**src/rtl/display_sequencer_pkg.sv**
```systemverilog
// ---------------------------------------------------------------------------
// display_sequencer_pkg
//   Shared types, limits and the 12/24-hour display conversion used by
//   display_sequencer and display_scan.
//   Contents:
//     bcd_t          one BCD digit
//     bcd2_t         two BCD digits {tens, ones}
//     HOUR_MAX       highest stored hour (24-hour form)
//     MIN10_MAX      highest tens digit of minutes/seconds
//     BCD_MAX        highest value of a BCD digit
//     SLOT_W         width of the scan slot index (covers up to 6 digits)
//     hour_disp()    stored hour -> displayed hour digits
// ---------------------------------------------------------------------------
package display_sequencer_pkg;

   typedef logic [3:0] bcd_t;

   typedef struct packed {
      bcd_t tens;
      bcd_t ones;
   } bcd2_t;

   localparam int   HOUR_MAX  = 23;
   localparam bcd_t MIN10_MAX = 4'd5;
   localparam bcd_t BCD_MAX   = 4'd9;

   localparam bcd_t HOUR_TENS_MAX = bcd_t'(HOUR_MAX / 10);
   localparam bcd_t HOUR_ONES_MAX = bcd_t'(HOUR_MAX % 10);

   localparam int SLOT_W = 3;

   // Converts the stored 24-hour value to what the digits show. In 12-hour
   // mode hours 0 and 12 both show as 12, so the result is always 1..12.
   function automatic bcd2_t hour_disp(input bcd2_t hour, input logic mode24);
      logic [4:0] bin;
      bcd2_t      res;
      bin = 5'(hour.tens) * 5'd10 + 5'(hour.ones);
      if (!mode24) begin
         if (bin >= 5'd12) bin = bin - 5'd12;
         if (bin == 5'd0)  bin = 5'd12;
      end
      if (bin >= 5'd20) begin
         res.tens = 4'd2;
         res.ones = 4'(bin - 5'd20);
      end else if (bin >= 5'd10) begin
         res.tens = 4'd1;
         res.ones = 4'(bin - 5'd10);
      end else begin
         res.tens = 4'd0;
         res.ones = 4'(bin);
      end
      return res;
   endfunction

endpackage

```
**src/rtl/display_sequencer_scan.sv**
```systemverilog
// ---------------------------------------------------------------------------
// display_scan
//   PWM phase counter, scan slot counter, one-hot digit enable and the
//   brightness window. Digit enable and separator are registered, one cycle
//   behind the phase/slot counters.
//   Ports:
//     clk_i          clock
//     reset_i        synchronous, active-high reset
//     brightness_i   lit phases per slot (0 = dark)
//     blank_lead_i   suppress the slot-0 enable (leading-zero blanking)
//     slot_o         current slot index (unregistered view of the counter)
//     digit_o        one-hot digit enable, bit 0 = leftmost digit
//     dp_n_o         active-low separator
// ---------------------------------------------------------------------------
module display_scan
   import display_sequencer_pkg::*;
#(
   parameter int DIGITS   = 4,
   parameter int BRIGHT_W = 3
) (
   input  logic                clk_i,
   input  logic                reset_i,
   input  logic [BRIGHT_W-1:0] brightness_i,
   input  logic                blank_lead_i,
   output logic [SLOT_W-1:0]   slot_o,
   output logic [DIGITS-1:0]   digit_o,
   output logic                dp_n_o
);

   logic [BRIGHT_W-1:0] phase_q, phase_d;
   logic [SLOT_W-1:0]   slot_q, slot_d;
   logic [DIGITS-1:0]   digit_q, digit_d;
   logic                dp_n_q, dp_n_d;
   logic                lit;
   logic                dp_slot;

   // With brightness at its maximum the last phase is still dark.
   assign lit = (phase_q < brightness_i);

   // Separator follows hour1 and, with seconds shown, min1.
   assign dp_slot = (slot_q == SLOT_W'(1)) || ((DIGITS == 6) && (slot_q == SLOT_W'(3)));

   always_comb begin
      // NOTE: every next-state signal gets a default first so no path leaves
      // it unassigned, which would otherwise infer a latch.
      phase_d = phase_q + 1'b1;
      slot_d  = slot_q;
      digit_d = '0;
      if (&phase_q) begin
         slot_d = (slot_q == SLOT_W'(DIGITS - 1)) ? '0 : slot_q + 1'b1;
      end
      for (int i = 0; i < DIGITS; i++) begin
         digit_d[i] = lit && (slot_q == SLOT_W'(i));
      end
      // Bit 0 can only be set during slot 0, so clearing it blanks that slot.
      if (blank_lead_i) digit_d[0] = 1'b0;
      dp_n_d = !(lit && dp_slot);
   end

   // NOTE: registers are assigned with non-blocking assignments so every
   // flop samples the pre-edge values regardless of statement order.
   always_ff @(posedge clk_i) begin
      if (reset_i) begin
         phase_q <= '0;
         slot_q  <= '0;
         digit_q <= '0;
         dp_n_q  <= 1'b1;
      end else begin
         phase_q <= phase_d;
         slot_q  <= slot_d;
         digit_q <= digit_d;
         dp_n_q  <= dp_n_d;
      end
   end

   assign slot_o  = slot_q;
   assign digit_o = digit_q;
   assign dp_n_o  = dp_n_q;

endmodule

```
**src/rtl/display_sequencer.sv**
```systemverilog
// ---------------------------------------------------------------------------
// display_sequencer
//   BCD wall clock (HH:MM or HH:MM:SS) with multiplexed digit output,
//   run-time 12/24-hour display, PM flag and PWM brightness.
//   Hours are always stored in 24-hour form; Mode24 affects display only.
//   Ports:
//     Clock        sole clock
//     Reset        synchronous, active-high
//     Tick         time-base pulse (minute for DIGITS=4, second for DIGITS=6)
//     SyncMinIn    user minute advance (no carry into the hour)
//     SyncHourIn   user hour advance
//     Mode24       1 = 24-hour display, 0 = 12-hour display
//     Brightness   lit phases per scan slot
//     Digit        one-hot digit enable, bit 0 = hour tens
//     D            BCD value of the current slot
//     DP           active-low separator
//     PM           stored hour is 12..23
//   Build option:
//     LEADING_ZERO_BLANK_EN  when defined, a displayed hour tens of 0 keeps
//                            the slot-0 enable low for the whole slot.
// ---------------------------------------------------------------------------
module display_sequencer
   import display_sequencer_pkg::*;
#(
   parameter int DIGITS   = 4,
   parameter int BRIGHT_W = 3
) (
   input  logic                Clock,
   input  logic                Reset,
   input  logic                Tick,
   input  logic                SyncMinIn,
   input  logic                SyncHourIn,
   input  logic                Mode24,
   input  logic [BRIGHT_W-1:0] Brightness,
   output logic [DIGITS-1:0]   Digit,
   output logic [3:0]          D,
   output logic                DP,
   output logic                PM
);

   generate
      if (DIGITS != 4 && DIGITS != 6) begin : g_bad_digits
         $error("display_sequencer: DIGITS must be 4 or 6");
      end
   endgenerate

   localparam bit HAS_SEC = (DIGITS == 6);

   bcd2_t             hour_q, hour_d;
   bcd_t              min10_q, min10_d, min1_q, min1_d;
   bcd_t              sec10_q, sec10_d, sec1_q, sec1_d;
   bcd_t              d_q, slot_val;
   bcd2_t             disp_hour;
   logic [SLOT_W-1:0] slot;
   logic              blank_lead;
   logic              sec_wrap, min_wrap, tick_min, hour_inc;

   // ---------------- time counters ----------------
   assign sec_wrap = (sec1_q == BCD_MAX) && (sec10_q == MIN10_MAX);
   assign min_wrap = (min1_q == BCD_MAX) && (min10_q == MIN10_MAX);
   // A tick reaches the minute counters directly (HH:MM) or via a seconds wrap.
   assign tick_min = Tick && (!HAS_SEC || sec_wrap);
   // A user minute step never carries, and it suppresses the tick entirely,
   // so the hour moves at most once even when both sources fire.
   assign hour_inc = SyncHourIn || (!SyncMinIn && tick_min && min_wrap);

   always_comb begin
      hour_d  = hour_q;
      min10_d = min10_q;
      min1_d  = min1_q;
      sec10_d = sec10_q;
      sec1_d  = sec1_q;

      if (SyncMinIn || tick_min) begin
         if (min1_q == BCD_MAX) begin
            min1_d  = '0;
            min10_d = (min10_q == MIN10_MAX) ? '0 : min10_q + 4'd1;
         end else begin
            min1_d = min1_q + 4'd1;
         end
      end

      if (HAS_SEC) begin
         if (SyncMinIn) begin
            sec10_d = '0;
            sec1_d  = '0;
         end else if (Tick) begin
            if (sec1_q == BCD_MAX) begin
               sec1_d  = '0;
               sec10_d = (sec10_q == MIN10_MAX) ? '0 : sec10_q + 4'd1;
            end else begin
               sec1_d = sec1_q + 4'd1;
            end
         end
      end

      if (hour_inc) begin
         if (hour_q.tens == HOUR_TENS_MAX && hour_q.ones == HOUR_ONES_MAX) begin
            hour_d = '0;
         end else if (hour_q.ones == BCD_MAX) begin
            hour_d.tens = hour_q.tens + 4'd1;
            hour_d.ones = '0;
         end else begin
            hour_d.ones = hour_q.ones + 4'd1;
         end
      end
   end

   // ---------------- display path ----------------
   assign disp_hour = hour_disp(hour_q, Mode24);

`ifdef LEADING_ZERO_BLANK_EN
   assign blank_lead = (disp_hour.tens == '0);
`else
   assign blank_lead = 1'b0;
`endif

   always_comb begin
      case (slot)
         3'd0:    slot_val = disp_hour.tens;
         3'd1:    slot_val = disp_hour.ones;
         3'd2:    slot_val = min10_q;
         3'd3:    slot_val = min1_q;
         3'd4:    slot_val = sec10_q;
         3'd5:    slot_val = sec1_q;
         default: slot_val = '0;
      endcase
   end

   always_ff @(posedge Clock) begin
      if (Reset) begin
         hour_q  <= '{tens: 4'd1, ones: 4'd2};
         min10_q <= '0;
         min1_q  <= '0;
         sec10_q <= '0;
         sec1_q  <= '0;
         d_q     <= '0;
      end else begin
         hour_q  <= hour_d;
         min10_q <= min10_d;
         min1_q  <= min1_d;
         sec10_q <= sec10_d;
         sec1_q  <= sec1_d;
         // D is registered from the same slot count as Digit, so both change
         // on the same edge; it holds through the dark phases of the slot.
         d_q     <= slot_val;
      end
   end

   display_scan #(
      .DIGITS   (DIGITS),
      .BRIGHT_W (BRIGHT_W)
   ) u_scan (
      .clk_i        (Clock),
      .reset_i      (Reset),
      .brightness_i (Brightness),
      .blank_lead_i (blank_lead),
      .slot_o       (slot),
      .digit_o      (Digit),
      .dp_n_o       (DP)
   );

   assign D  = d_q;
   assign PM = (hour_q.tens == 4'd2) || ((hour_q.tens == 4'd1) && (hour_q.ones >= 4'd2));

endmodule

```
**config.mk**
```make
export PLATFORM = sky130hd
export DESIGN_NAME = display_sequencer
export DESIGN_NICKNAME = d
export VERILOG_FILES = /design/src/rtl/display_sequencer_pkg.sv /design/src/rtl/display_sequencer_scan.sv /design/src/rtl/display_sequencer.sv
export SDC_FILE = /design/constraint.sdc
export NUM_CORES = 1
export LEC_CHECK = 0
export CAP_MARGIN = 20
export CELL_PAD_IN_SITES_DETAIL_PLACEMENT = 1
export CELL_PAD_IN_SITES_GLOBAL_PLACEMENT = 2
export CORE_MARGIN = 10
export CORE_UTILIZATION = 29
export DETAILED_ROUTE_END_ITERATION = 10
export GPL_TIMING_DRIVEN = 0
export PLACE_DENSITY_LB_ADDON = 0.1
export REMOVE_ABC_BUFFERS = 1
export SLEW_MARGIN = 10
export SYNTH_ARGS = -nofsm -noshare
export SYNTH_HDL_FRONTEND = slang
export SYNTH_SLANG_ARGS = --single-unit
export TNS_END_PERCENT = 1
```
**constraint.sdc**
```tcl
create_clock -name Clock -period 8.1 [get_ports Clock]
set_input_delay 2.43 -clock Clock [delete_from_list [all_inputs] [get_ports Clock]]
set_output_delay 2.43 -clock Clock [all_outputs]
set_load 0.1 [all_outputs]
```
==> results.yml, run 1 <==
synth:
  async_reset_ff_share_pct: 0
  synth_edf_count: 0
  avgSynthCellArea_um2: 8.71
  synth_xor_area_share_pct: 5.24
  synthFlopType: "dfxtp_1"
  synthCells: 222
  synth_top_family_by_area: "compound AO/OA/AOI/OAI gates"
  synth_compound_area_share_pct: 22.3
  synthTopCellsByArea: "dfxtp_1, ha_1, nor2_1"
  synth_cell_types: 55
  synth_most_common_cell: "dfxtp_1"
  synth-adder-area-share_pct: 12.7
  synth_top_area_cell: "dfxtp_1"
  synth_common_cells: "dfxtp_1, nor2_1, ha_1"
  ys_ff_latch: 31
  yosysTopAreaCellShare_pct: 32.1
  ys_warn_count: 0
  seq_area_frac_synth_pct: 32.1
  netlist_area_um2: 1930
  synth.area.mux_share_pct: 2.13
  yosys.area_share.simple_pct: 21.1
timing:
  max_freq_ghz: 0.206
  slew_violations: 0
  fin_setup_tns_ns: 0
  worst_slew_pin_slew_ns: 0.990
  rsz0062_at_grt: "no"
  whs_ns: 0.449
  clock_skew_ns: 0.00455
  setup_viol: 0
  hold_violations: 0
  post-route-period-util_pct: 60.1
  relSlewSlack_pct: 33.8
  min_period_ns: 4.87
power_and_ir_drop:
  p_int_w: 0.000288
  peakVddDrop_v: 0.0000723
  sequentialPowerShare_pct: 38.0
  p_comb_share_pct: 30.7
  netSwitchingPower_w: 0.000152
  cellPowerDensity_nw_per_um2: 193
  pwr-share-clk_pct: 31.3
  power.leakage_nw: 0.910
  p_sw_share_pct: 34.6
final_layout:
  fin_area_um2: 2290
  area_delta_synth_final_pct: 18.2
  nFillCells: 778
  multiInputGateArea_um2: 1230
  drive_gt1_share_pct: 6.22
  diodes: 0
  fin_nets: 268
  seqCellArea_um2: 621
die:
  initial_core_util_pct: 30.1
  die_y_um: 102
  rows: 29
  pin_count: 19
  dieArea_um2: 10300
  fp.dieW_um: 102
  core-area_um2: 6420
global_routing:
  grt_pass1_vias: 1682
  grt_max_degree: 24
  overflow: 0
  antenna_found_initial: 0
  grt_pass1_wl_um: 8140
  grt.total_usage_pct: 9.70
worst_setup_path:
  startpoint_type: "input pin"
  cp-end-kind: "flop"
  crit_chain: "clkdlybuf4s50_1 > a211o_1 > a222oi_1 > o21ba_4 > inv_1 > ha_1 > nor2b_1 > nor4_1 > a2bb2oi_1 > a211o_1"
  reg2reg_from: "hour_q[4]$_SDFFE_PP1P_"
  path_max_fanout: 9
  regToRegSetupSlack_ns: 3.86
  worst-r2r-cell-count: 15
  crit_required_ns: 8.27
  crit_path_top_delay_cell: "clkdlybuf4s50_1"
  crit_arrival_ns: 5.04
  crit_type: "input pin to flop"
  max_stage_delay_ns: 0.56
  path_common_cell: "a211o_1"
  r2r_end: "D[1]$_SDFF_PP0_"
cts:
  cts_resized: 0
  cts_tree: "built"
  insertion_delay_ns: 0.28
  post_cts_buffers: 0
  cts_sinks: 31
  htreeDepth: 2
  numCtsBuffers: 5
  clk_path_buf_depth: 2
  cts.clk_slew.worst_paths_ns: 0.07
  hold_buffers: 0
  cts_root_buffer: "clkbuf_8"
min_path:
  hold_depth: 1
  hp-start: "u_scan.phase_q[0]$_SDFF_PP0_"
  hold_end: "u_scan.phase_q[0]$_SDFF_PP0_"
  hp-class: "flop to flop"
routing:
  wl_per_cell_um: 14.5
  wl_um: 4610
  ant_nets: 0
  drt_first_iter_violations: 58
  drcViolationCount: 0
  vias_per_cell: 5.13
  vias: 1632
  drtPass1Iterations: 4
job:
  max-cap-violations: 0
run_status:
  status: "completed"
placed_design:
  io_buffers: 18
  dp_hpwl_um: 3460
  placed_area_um2: 2180
  gp_congestion: 0.739
==> per-layer routing <==
layer | vias to the layer above | wire length [µm] | track usage, % | part of all wire, %
li1 | 833 | - | - | -
met1 | 774 | 2190 | 11.6 | 48
met2 | 17 | 2170 | 15.8 | 47
met3 | 8 | 175 | 2.72 | 3.8
met4 | 0 | 72 | 4.29 | 1.6
met5 | - | 0 | 0 | 0
==> flip-flops by register name, summed over array words and instances, names as in the netlist <==
signal / cells
min10_q: 4
D: 4
u_scan.digit_o: 4
min1_q: 4
u_scan.slot_o: 3
u_scan.dp_n_o: 1
u_scan.phase_q: 3
hour_q: 8
==> cell usage in the layout (no fill, tap or decap), drive strengths merged, types with 2 or more instances in the layout <==
master,synthesis,routed
dfxtp,31,31
nor2,23,23
ha,18,18
clkdlybuf4s50,0,18
inv,16,16
a21oi,11,11
nor3,10,10
nor2b,10,10
nand2,9,9
clkbuf,5,7
o21ai,7,7
nor3b,5,5
nand2b,5,5
xor2,5,5
xnor2,4,4
nand3,4,4
nor4,4,4
a211o,4,4
and2,4,4
a211oi,4,4
o31ai,3,3
a22oi,3,3
mux2i,3,3
a21o,2,2
o21a,2,2
a222oi,2,2
o211ai,2,2
a2bb2oi,2,2
==> worst max-delay path: cells and delay by family <==
kind | cells | cell delay [ns]
simple gates | 2 | 0.39
compound gates | 5 | 1.34
buf+inv | 2 | 0.71
fa+ha+maj | 1 | 0.16
==> power groups by stage <==
stage	clock network [W]	logic (W)	registers [W]
final	0.000138	0.000135	0.000167
after global routing	0.000151	0.000150	0.000168
after CTS	0.000146	0.000136	0.000168
after detailed placement	0	0.000136	0.000171
after global placement	0	0.000136	0.000171
after floorplan	0	0.0000845	0.000189
==> cell families after synthesis <==
family / count (synthesis)
buffers and inverters: 23
adders and majority gates: 19
DFF: 31
AOI/OAI and AO/OA: 56
xor gates and xnor gates: 10
muxes: 4
and+or+nand+nor: 79
==> area by class of cell <==
type / count / area share, %
multi-input combinational: 168 / 53.6
clock buffer: 7 / 4.21
sequential: 31 / 27.1
inverter: 16 / 2.63
tap: 77 / 4.21
clock inverter: 1 / 0.328
timing repair buffer: 18 / 7.88
==> stage by stage <==
stage / cells / util (%) / total power [W] / worst slack, ns
2_1_floorplan: 215 / - / 0.000273 / 2.94
3_3_place_gp: 310 / 34.0 / 0.000307 / 2.91
3_5_place_dp: 310 / 34.0 / 0.000307 / 2.92
4_1_cts: 318 / 35.6 / 0.000450 / 3.22
5_1_grt: 318 / 35.6 / 0.000469 / 3.02
6_report: 318 / 35.6 / 0.000441 / 3.23
==> worst max-delay path by stage <==
stage | from | endpoint | slack [ns]
after floorplan | hour_q[5]$_SDFFE_PP0P_ | PM | 2.94
after global placement | Mode24 | D[1]$_SDFF_PP0_ | 2.91
after detailed placement | Mode24 | D[3]$_SDFF_PP0_ | 2.92
after CTS | Mode24 | D[3]$_SDFF_PP0_ | 3.22
after global routing | Mode24 | D[1]$_SDFF_PP0_ | 3.02
final | Mode24 | D[1]$_SDFF_PP0_ | 3.23
No activity file was read; power rests on OpenSTA's default activity.
==> run 2, diff against run 1 <==
Clock period 8.1 ns to 4.2 ns, I/O delays scaled along.
==> run 2 against run 1 <==
Compared with the run above:
- combinational power is 110% higher
- clock skew is 0.0024 ns higher
- clock power is 94% higher
- non-clock buffer count is 4 higher
- utilization is 0.74 points higher
==> results.yml, run 2 (synthesized netlist as in run 1, its figures left out) <==
run_status:
  status: "completed"
min_path:
  hold_end: "u_scan.phase_q[0]$_SDFF_PP0_"
  hold_depth: 1
  hp-class: "flop to flop"
  hp-start: "u_scan.phase_q[0]$_SDFF_PP0_"
die:
  rows: 29
  initial_core_util_pct: 30.1
  fp.dieW_um: 102
  core-area_um2: 6420
  dieArea_um2: 10300
  die_y_um: 102
  pin_count: 19
timing:
  post-route-period-util_pct: 93.6
  clock_skew_ns: 0.00695
  rsz0062_at_grt: "no"
  relSlewSlack_pct: 33.8
  setup_viol: 0
  slew_violations: 0
  max_freq_ghz: 0.254
  worst_slew_pin_slew_ns: 0.990
  min_period_ns: 3.93
  hold_violations: 0
  fin_setup_tns_ns: 0
worst_setup_path:
  crit_required_ns: 4.37
  critPathBufInv: 2
  crit_type: "flop to flop"
  reg2reg_from: "hour_q[4]$_SDFFE_PP1P_"
  regToRegSetupSlack_ns: 0.27
  cp-end-kind: "flop"
  max_stage_delay_ns: 0.49
  path_common_cell: "ha_1"
  path_max_fanout: 8
  startpoint: "hour_q[4]$_SDFFE_PP1P_"
  crit_arrival_ns: 4.11
  worst-r2r-cell-count: 15
  crit_family: "adder cells"
  crit_path_top_delay_cell: "dfxtp_1"
  crit_chain: "ha_1 > ha_1 > xnor2_2 > inv_2 > ha_1 > nor4_1 > nor3_1 > a32oi_1 > a21boi_4 > inv_1 > ha_1 > nor2b_1 > a31o_1 > a2bb2oi_1 > a211o_1"
  startpoint_type: "flop"
  r2r_end: "D[1]$_SDFF_PP0_"
global_routing:
  met2_usage_pct: 15.8
  gr-usage-met3_pct: 2.72
  grt_pass1_vias: 1682
  grt.total_usage_pct: 9.70
  grt_max_degree: 24
  busiest_layer: "met2"
  use_met1_pct: 11.6
  overflow: 0
  antenna_found_initial: 0
  grt_pass1_wl_um: 8140
cts:
  cts.clk_slew.worst_paths_ns: 0.07
  htreeDepth: 2
  cts_root_buffer: "clkbuf_8"
  insertion_delay_ns: 0.29
  numCtsBuffers: 5
  clk_path_buf_depth: 2
  cts_sinks: 31
  cts_tree: "built"
routing:
  drt_first_iter_violations: 62
  drcViolationCount: 0
  ant_nets: 0
  drtPass1Iterations: 4
  wl_um: 4680
  vias_per_cell: 5.12
  vias: 1650
  wl_per_cell_um: 14.5
final_layout:
  layout_commonest_cell: "dfxtp_1"
  diodes: 0
  drive_gt1_share_pct: 8.57
  multiInputGateArea_um2: 1240
  fin_nets: 272
  area_delta_synth_final_pct: 20.7
  largest_reg_flops: 8
  top_register: "hour_q"
  nFillCells: 776
  seqCellArea_um2: 621
  instances_no_fill: 322
  layout_common_cells: "dfxtp_1, nor2_1, ha_1, clkdlybuf4s50_1, inv_1"
job:
  max-cap-violations: 0
power_and_ir_drop:
  power.leakage_nw: 0.946
  peakVddDrop_v: 0.000140
  cellPowerDensity_nw_per_um2: 376
placed_design:
  dp_hpwl_um: 3460
  io_buffers: 18
  dp_cells: 310
  gp_congestion: 0.739
-- run 2: layout make-up --
cell class	count	share of cell area (%)
clock buffer	7	4.13
clock inverter	1	0.322
inverter	16	2.57
multi-input combinational	168	53.3
sequential	31	26.6
tap	77	4.13
timing repair buffer	22	9.00
-- run 2: metal layers --
layer | wire length, µm | part of all wire (%)
met1 | 2250 | 48
met2 | 2180 | 46
met3 | 173 | 3.7
met4 | 87 | 1.9
met5 | 0 | 0
-- run 2: stage by stage --
step                      cell area (µm²)  utilization, %  total power, W  hold WS (ns)  worst slack (ns)
after floorplan                      1910               -        0.000527         0.407             0.207
after global placement               2180            34.0        0.000592         0.433           -0.0500
after detailed placement             2180            34.0        0.000592         0.437           -0.0581
after CTS                            2290            35.7        0.000872         0.456            0.0432
after global routing                 2330            36.4        0.000932         0.461            0.0200
final                                2330            36.4        0.000878         0.450             0.269
-- run 2: repair_timing --
item	4_1_cts	5_1_grt
setup buffers	0	4
setup endpoints to repair	2	4
hold buffers	0	0
cloned	0	0
endpoints found under the hold margin	0	0
gates resized for setup	1	2
-- run 2: worst register-to-register path, cell delays in order (launching register included) --
cell and delay, ns:
dfxtp_1 0.49, ha_1 0.29, ha_1 0.35, xnor2_2 0.24, inv_2 0.09, ha_1 0.34, nor4_1 0.34, nor3_1 0.08
a32oi_1 0.22, a21boi_4 0.28, inv_1 0.09, ha_1 0.19, nor2b_1 0.14, a31o_1 0.24, a2bb2oi_1 0.13, a211o_1 0.30
-- run 2: how the worst max path moves through the flow --
stage / end / slack [ns] / cells after the start
6_report: D[1]$_SDFF_PP0_ / 0.27 / 15
5_1_grt: D[1]$_SDFF_PP0_ / 0.02 / 15
4_1_cts: D[1]$_SDFF_PP0_ / 0.04 / 15
3_5_place_dp: D[1]$_SDFF_PP0_ / -0.06 / 15
3_3_place_gp: D[1]$_SDFF_PP0_ / -0.05 / 15
2_1_floorplan: PM / 0.21 / 3
-- run 2: power by group --
| part | internal [W] | leakage [nW] | switching [W] |
|---|---|---|---|
| Clock | 0.000149 | 0.0505 | 0.000119 |
| Sequential | 0.000307 | 0.252 | 0.0000159 |
| Combinational | 0.000120 | 0.644 | 0.000167 |
| Total | 0.000577 | 0.946 | 0.000302 |
==> run 3, diff against run 2 <==
Settings changed: GPL_ROUTABILITY_DRIVEN set to 0.
==> results of run 3 <==
No change in the layout: final DEF, timing and power equal those of run 2.
